--- config.mk ---
export PLATFORM = sky130hd
export DESIGN_NAME = rx_word_packer
export DESIGN_NICKNAME = d
export VERILOG_FILES = /design/src/rtl/rx_word_packer.sv
export SDC_FILE = /design/constraint.sdc
export NUM_CORES = 1
export LEC_CHECK = 0
export CAP_MARGIN = 40
export CORE_UTILIZATION = 51
export CTS_CLUSTER_DIAMETER = 50
export DETAILED_ROUTE_END_ITERATION = 8
export PLACE_DENSITY = 0.92
export SLEW_MARGIN = 20
export SYNTH_ARGS = -nofsm -noshare
export SYNTH_HDL_FRONTEND = slang
export SYNTH_SLANG_ARGS = --single-unit
--- constraint.sdc ---
create_clock -name clk -period 2.4 [get_ports clk]
set_input_delay 0.24 -clock clk [delete_from_list [all_inputs] [get_ports clk]]
set_output_delay 0.24 -clock clk [all_outputs]
set_load 0.02 [all_outputs]
--- src/rtl/rx_word_packer.sv ---
// Drains bytes from rx_fifo, packs them little-endian into BYTES-wide words and
// presents them on valid/ready. Optional idle timeout: RX_WORD_PACKER_TIMEOUT_EN.
module rx_word_packer #(
   parameter int unsigned BYTES          = 4,
   parameter int unsigned TIMEOUT_CYCLES = 64
) (
   input  logic                         clk,
   input  logic                         n_rst,
   input  logic                         fifo_empty,
   input  logic [7:0]                   fifo_r_data,
   output logic                         fifo_r_enable,
   input  logic                         flush,
   output logic [8*BYTES-1:0]           word_data,
   output logic [$clog2(BYTES+1)-1:0]   word_bytes,
   output logic                         word_valid,
   input  logic                         word_ready
);

   localparam int unsigned DW = 8 * BYTES;
   localparam int unsigned CW = $clog2(BYTES + 1);

   if (BYTES < 2 || BYTES > 8) begin : g_bad_bytes
      $error("rx_word_packer: BYTES must be 2..8");
   end
   if (TIMEOUT_CYCLES < 2 || TIMEOUT_CYCLES > 1023) begin : g_bad_timeout
      $error("rx_word_packer: TIMEOUT_CYCLES must be 2..1023");
   end

   typedef enum logic {COLLECT, EMIT} state_e;

   state_e          state_q, state_d;
   logic [CW-1:0]   count_q, count_d;
   logic [DW-1:0]   data_q,  data_d;
   logic [CW-1:0]   bytes_q, bytes_d;
   logic            valid_q, valid_d;
   logic            take;
   logic            go_emit;
   logic            timeout_c;

   // Pop only while collecting; count never reaches BYTES in COLLECT.
   assign take          = (state_q == COLLECT) && !fifo_empty;
   assign fifo_r_enable = take;

   always_comb begin
      state_d = state_q;
      count_d = count_q;
      data_d  = data_q;
      valid_d = valid_q;
      bytes_d = bytes_q;
      go_emit = 1'b0;
      case (state_q)
         COLLECT: begin
            if (take) begin
               for (int unsigned i = 0; i < BYTES; i++) begin
                  if (count_q == CW'(i)) data_d[8*i +: 8] = fifo_r_data;
               end
               count_d = count_q + CW'(1);
            end
            // A byte taken this cycle counts toward a flush and beats a timeout.
            go_emit = (take && (count_q == CW'(BYTES - 1)))
                    || (flush && (take || (count_q != '0)))
                    || timeout_c;
            if (go_emit) begin
               state_d = EMIT;
               valid_d = 1'b1;
               bytes_d = count_d;
            end
         end
         EMIT: begin
            if (word_ready) begin
               state_d = COLLECT;
               count_d = '0;
               data_d  = '0;
               valid_d = 1'b0;
               bytes_d = '0;
            end
         end
         default: state_d = COLLECT;
      endcase
   end

   always_ff @(posedge clk or negedge n_rst) begin
      if (!n_rst) begin
         state_q <= COLLECT;
         count_q <= '0;
         data_q  <= '0;
         valid_q <= 1'b0;
         bytes_q <= '0;
      end else begin
         state_q <= state_d;
         count_q <= count_d;
         data_q  <= data_d;
         valid_q <= valid_d;
         bytes_q <= bytes_d;
      end
   end

`ifdef RX_WORD_PACKER_TIMEOUT_EN
   localparam int unsigned TW = $clog2(TIMEOUT_CYCLES);

   logic [TW-1:0] timer_q, timer_d;

   // Idle timer: runs only while a partial word is held and nothing arrives.
   assign timeout_c = (state_q == COLLECT) && !take && (count_q != '0)
                      && (timer_q == TW'(TIMEOUT_CYCLES - 1));

   always_comb begin
      timer_d = timer_q;
      if ((state_q != COLLECT) || take || go_emit) begin
         timer_d = '0;
      end else if (count_q != '0) begin
         timer_d = timer_q + TW'(1);
      end
   end

   always_ff @(posedge clk or negedge n_rst) begin
      if (!n_rst) timer_q <= '0;
      else        timer_q <= timer_d;
   end
`else
   assign timeout_c = 1'b0;
`endif

   assign word_data  = data_q;
   assign word_bytes = bytes_q;
   assign word_valid = valid_q;

endmodule

* After elaboration in Yosys (flattened, before gate mapping)
Index checks and enable logic that the tools add are counted.
** Storage, ports and cells
- Bits in registers :: 40
- Input port bits :: 13
- Logic and storage cells :: 51
** Cells by class
- Add/subtract/negate cells :: 1
- Equality and inequality tests :: 10
- Mux-type cells :: 18
- Bitwise gates (word level) :: 1
- Reduce and logical (&&, ||, !) cells :: 13
** Operators with widths (number)
- $mux W32 :: 2
- $pmux W32 S2 :: 1
- $mux W8 :: 4
- $pmux W3 S2 :: 2
- $reduce_and A3 Y1 :: 4
- $ne A2 B1 Y1 const B :: 5
- $mux W3 :: 3
- $eq A3 B2 Y1 const B :: 2
- $mux W1 :: 4
- $ne A2 B2 Y1 const B :: 2
- $pmux W1 S2 :: 2
- $add A3 B1 Y3 const B :: 1
- $eq A3 B1 Y1 const B :: 1
- $logic_and A1 B1 Y1 :: 3
- $logic_not A3 Y1 :: 1
- $reduce_bool A3 Y1 :: 1
- $logic_or A1 B1 Y1 :: 2
- $reduce_and A2 Y1 :: 1
- $logic_not A1 Y1 :: 1
- $not A1 Y1 :: 1

* Logic depth before layout (Yosys ltp)
- Word-level depth :: 7
- Mapped depth :: 6

* Least setup slack after synthesis
OpenSTA, ideal clock, no wires.
- Path kind :: register to register
- Start point :: register count_q[2]
- End point :: register bytes_q[0], in the netlist word_bytes[0]
- Library setup time :: 0.136 ns
- Arrival time :: 1.358 ns
- Data required time :: 2.264 ns
- Slack :: 0.906 ns
- Stages on the path, launching flop included :: 6
- Path buffers :: 0
- Period minus slack after synthesis :: 1.494 ns
- Cells stage by stage :: dfrtp_1 inv_1 ha_1 o21bai_1 o21a_1 o211ai_1
** Between the ends
- Longest elaborated chain between the ends :: 6
- Elaborated cells between the ends (all ways) :: 8
- Classes of those cells :: 2 x eq/ne; 6 x reduce/logical
** Ends and longest elaborated chain
- start, declared :: RTL line 32 : logic [CW-1:0] count_q, count_d;
- start signal, assigned :: RTL line 91 : count_q <= count_d;
- $reduce_bool A3 Y1 :: RTL line 61 : || (flush && (take || (count_q != '0)))
- $logic_or A1 B1 Y1 :: RTL line 61
- $logic_and A1 B1 Y1 :: RTL line 61
- $logic_or A1 B1 Y1 * :: RTL line 61
- $ne A2 B1 Y1 (no line) *
- $reduce_and A2 Y1 (no line) *
- end signal, assigned :: RTL line 94 : bytes_q <= bytes_d;
- end, declared :: RTL line 34 : logic [CW-1:0] bytes_q, bytes_d;
Every way passes the cells marked *; elsewhere a longest branch is shown, timed or not.
A chain may end at the register's enable or synchronous reset.

* Worst setup path after layout
- Start point :: register state_q
- End point :: output port fifo_r_enable
** Between the ends
- Longest elaborated chain between the ends :: 2
** Ends and longest elaborated chain
- start, declared :: RTL line 31 : state_e state_q, state_d;
- start signal, assigned :: RTL line 90 : state_q <= state_d;
- $not A1 Y1
- $logic_and A1 B1 Y1 :: RTL line 41 : assign take = (state_q == COLLECT) && !fifo_empty;
- end, declared :: RTL line 11 : output logic fifo_r_enable,
No other way between the ends.

==> metrics.yaml <==
die_area_sq_um: 3810
syn_area_sq_um: 1820
status: "completed"
drt_wl_total_microns: 4090
cts_resized: 0
setup_viol: 0
drt-initial-drc-count: 91
finClkSkew_ns: 0.00678
synth.net_count: 205
avgRoutedWirePerCell_microns: 14.2
place_congestion: 0.779
cts_buffer_depth: 2
antenna_cells: 0
post_cts_buffers: 0
grt_usage_pct: 23.3
worst_slew_pin_slew_ns: 0.537
portBuffers: 49
path_class: "reg2out"
holdCritPathClass: "in2async"
drt_first_pass_iters: 5
synthFlopType: "dfrtp_1"
layout-drive-gt1-share_pct: 8.64
syn_to_final_growth_pct: 34.5
top_level_ports: 50
cap_violations: 0
ys_warn_count: 0
p_per_area_nw_per_um2: 1090
clk_pin_slew_worst_paths_ns: 0.12
grt_pass1_vias: 1307
detail_route.vias_per_cell: 5.18
start_kind: "flip-flop"
stdcell_count: 289
htreeDepth: 2
ys_top_cells_by_area: "dfrtp_1, nand2_1, o21ai_0"
placed_area_sq_um: 2360
ys_types: 26
synth_area_per_cell_sq_um: 9.74
root_buffer: "clkbuf_4"
crit_required_ns: 2.16
final_util_pct: 72.3
nNetsFinal: 260
cts-buffers-inserted: 5
vias: 1498
power_mw: 2.67
hold_ws_ns: 0.288
place_ws_ns: 0.551
start_util_pct: 53.7
leakage_nw: 1.04
die_width_microns: 61.8
rsz0062_at_grt: "no"
clk-insertion-delay-late_ns: 0.34
num-fill-cells: 231
fmax_ghz: 0.496
antenna_found_initial: 0
cp_max_fo: 10
drc: 0
async_flop_share_pct: 100
synth_seq_cells: 40
grt_pass1_wl_microns: 6130
synth_edf_count: 0
synth_common_cells: "nand2_1, dfrtp_1, o21ai_0"
slew_viol_final: 0
final_hold_viol_count: 0
dp.cells: 280
yosysMostFrequentCell: "nand2_1"
synth_top_area_cell: "dfrtp_1"
worst_setup_path_end_kind: "output port"
arrival_ns: 1.78
rows: 21
dpl.hpwl_microns: 3020
core_sq_um: 3390
ant_nets: 0
die_y_microns: 61.8
slew_headroom_pct: 64.2
ir_worst_vdd_mv: 0.580
tns_ns: 0
cts.sinks: 40
synth_top_area_share_pct: 54.9
gr-total-overflow: 0
fin_ws_ns: 0.384
final_area_sq_um: 2450
cts_tree: "yes"
syn_inst: 187
ys_seq_area_share_pct: 54.9
fin_crit_sh_pct: 84.0
grt_max_degree: 34
min_period_ns: 2.02
## layer usage
metal  wire [microns]  vias to the layer above  track usage [%]
met4               25                        0             7.94
met3              160                        2             6.42
met2             2160                       40             37.8
met1             1740                      724             30.3
met5                0                        -                0
li1                 -                      732                -
## critical path, cell delays in order (launching register included)
cell and delay, ns:
dfrtp_1 0.59, nor2_1 0.21, clkdlybuf4s50_1 0.64
## final cells by class
type / count / area [sq um] / area share (%)
clock buffers: 6 / 41.3 / 1.69
multi-input cells: 132 / 732 / 29.9
inverters: 6 / 22.5 / 0.919
clock inverters: 2 / 35.0 / 1.43
flip-flops and latches: 40 / 1000 / 40.9
well taps: 46 / 57.6 / 2.35
repair buffers: 57 / 561 / 22.9
## power by group
group / switching [mW] / internal [mW]
clock: 0.214 / 0.218
combinational: 0.627 / 0.531
sequential: 0.197 / 0.878
total: 1.04 / 1.63
## layout by cell type (no fill, tap or decap), drive strengths merged, types with 2 or more instances in the layout
| cell type | count |
|---|---|
| nor2b | 3 |
| o21a | 2 |
| nand2 | 70 |
| nor4b | 3 |
| o31ai | 3 |
| o21ai | 32 |
| clkbuf | 6 |
| clkdlybuf4s50 | 48 |
| ha | 5 |
| o211ai | 3 |
| dfrtp | 40 |
| buf | 8 |
| o2111ai | 3 |
| clkinv | 2 |
| inv | 5 |
## worst paths after layout
kind / startpoint / end / slack, ns / depth (start not counted)
setup / recovery: state_q$_DFF_PN0_ / fifo_r_enable / 0.38 / 2
hold / removal: n_rst / word_data[9]$_DFFE_PN0P_ / 0.29 / 2
setup reg to reg: count_q[2]$_DFFE_PN0P_ / state_q$_DFF_PN0_ / 0.60 / 5
hold reg to reg: word_data[10]$_DFFE_PN0P_ / word_data[10]$_DFFE_PN0P_ / 0.53 / 2
max in group asynchronous: n_rst / word_bytes[2]$_DFFE_PN0P_ / 1.68 / 3
min in group clk: fifo_r_data[0] / word_data[8]$_DFFE_PN0P_ / 0.53 / 3
## flip-flops by register name, summed over array words and instances, names as in the netlist
register	flops
word_valid	1
state_q	1
word_bytes	3
count_q	3
word_data	32
## logic make-up after synthesis
group	share of synthesized area, %
compound gates	15.4
xor+xnor	0.481
fa+ha+maj	3.43
buf+inv	4.88
flops	54.9
mux	0.618
simple gates	20.3
## repair_timing
action / in CTS / in global routing
hold buffers: 1 / 0
setup endpoints to repair: 0 / 0
endpoints found under the hold margin: 10 / 0
No activity file was read; power rests on OpenSTA's default activity.
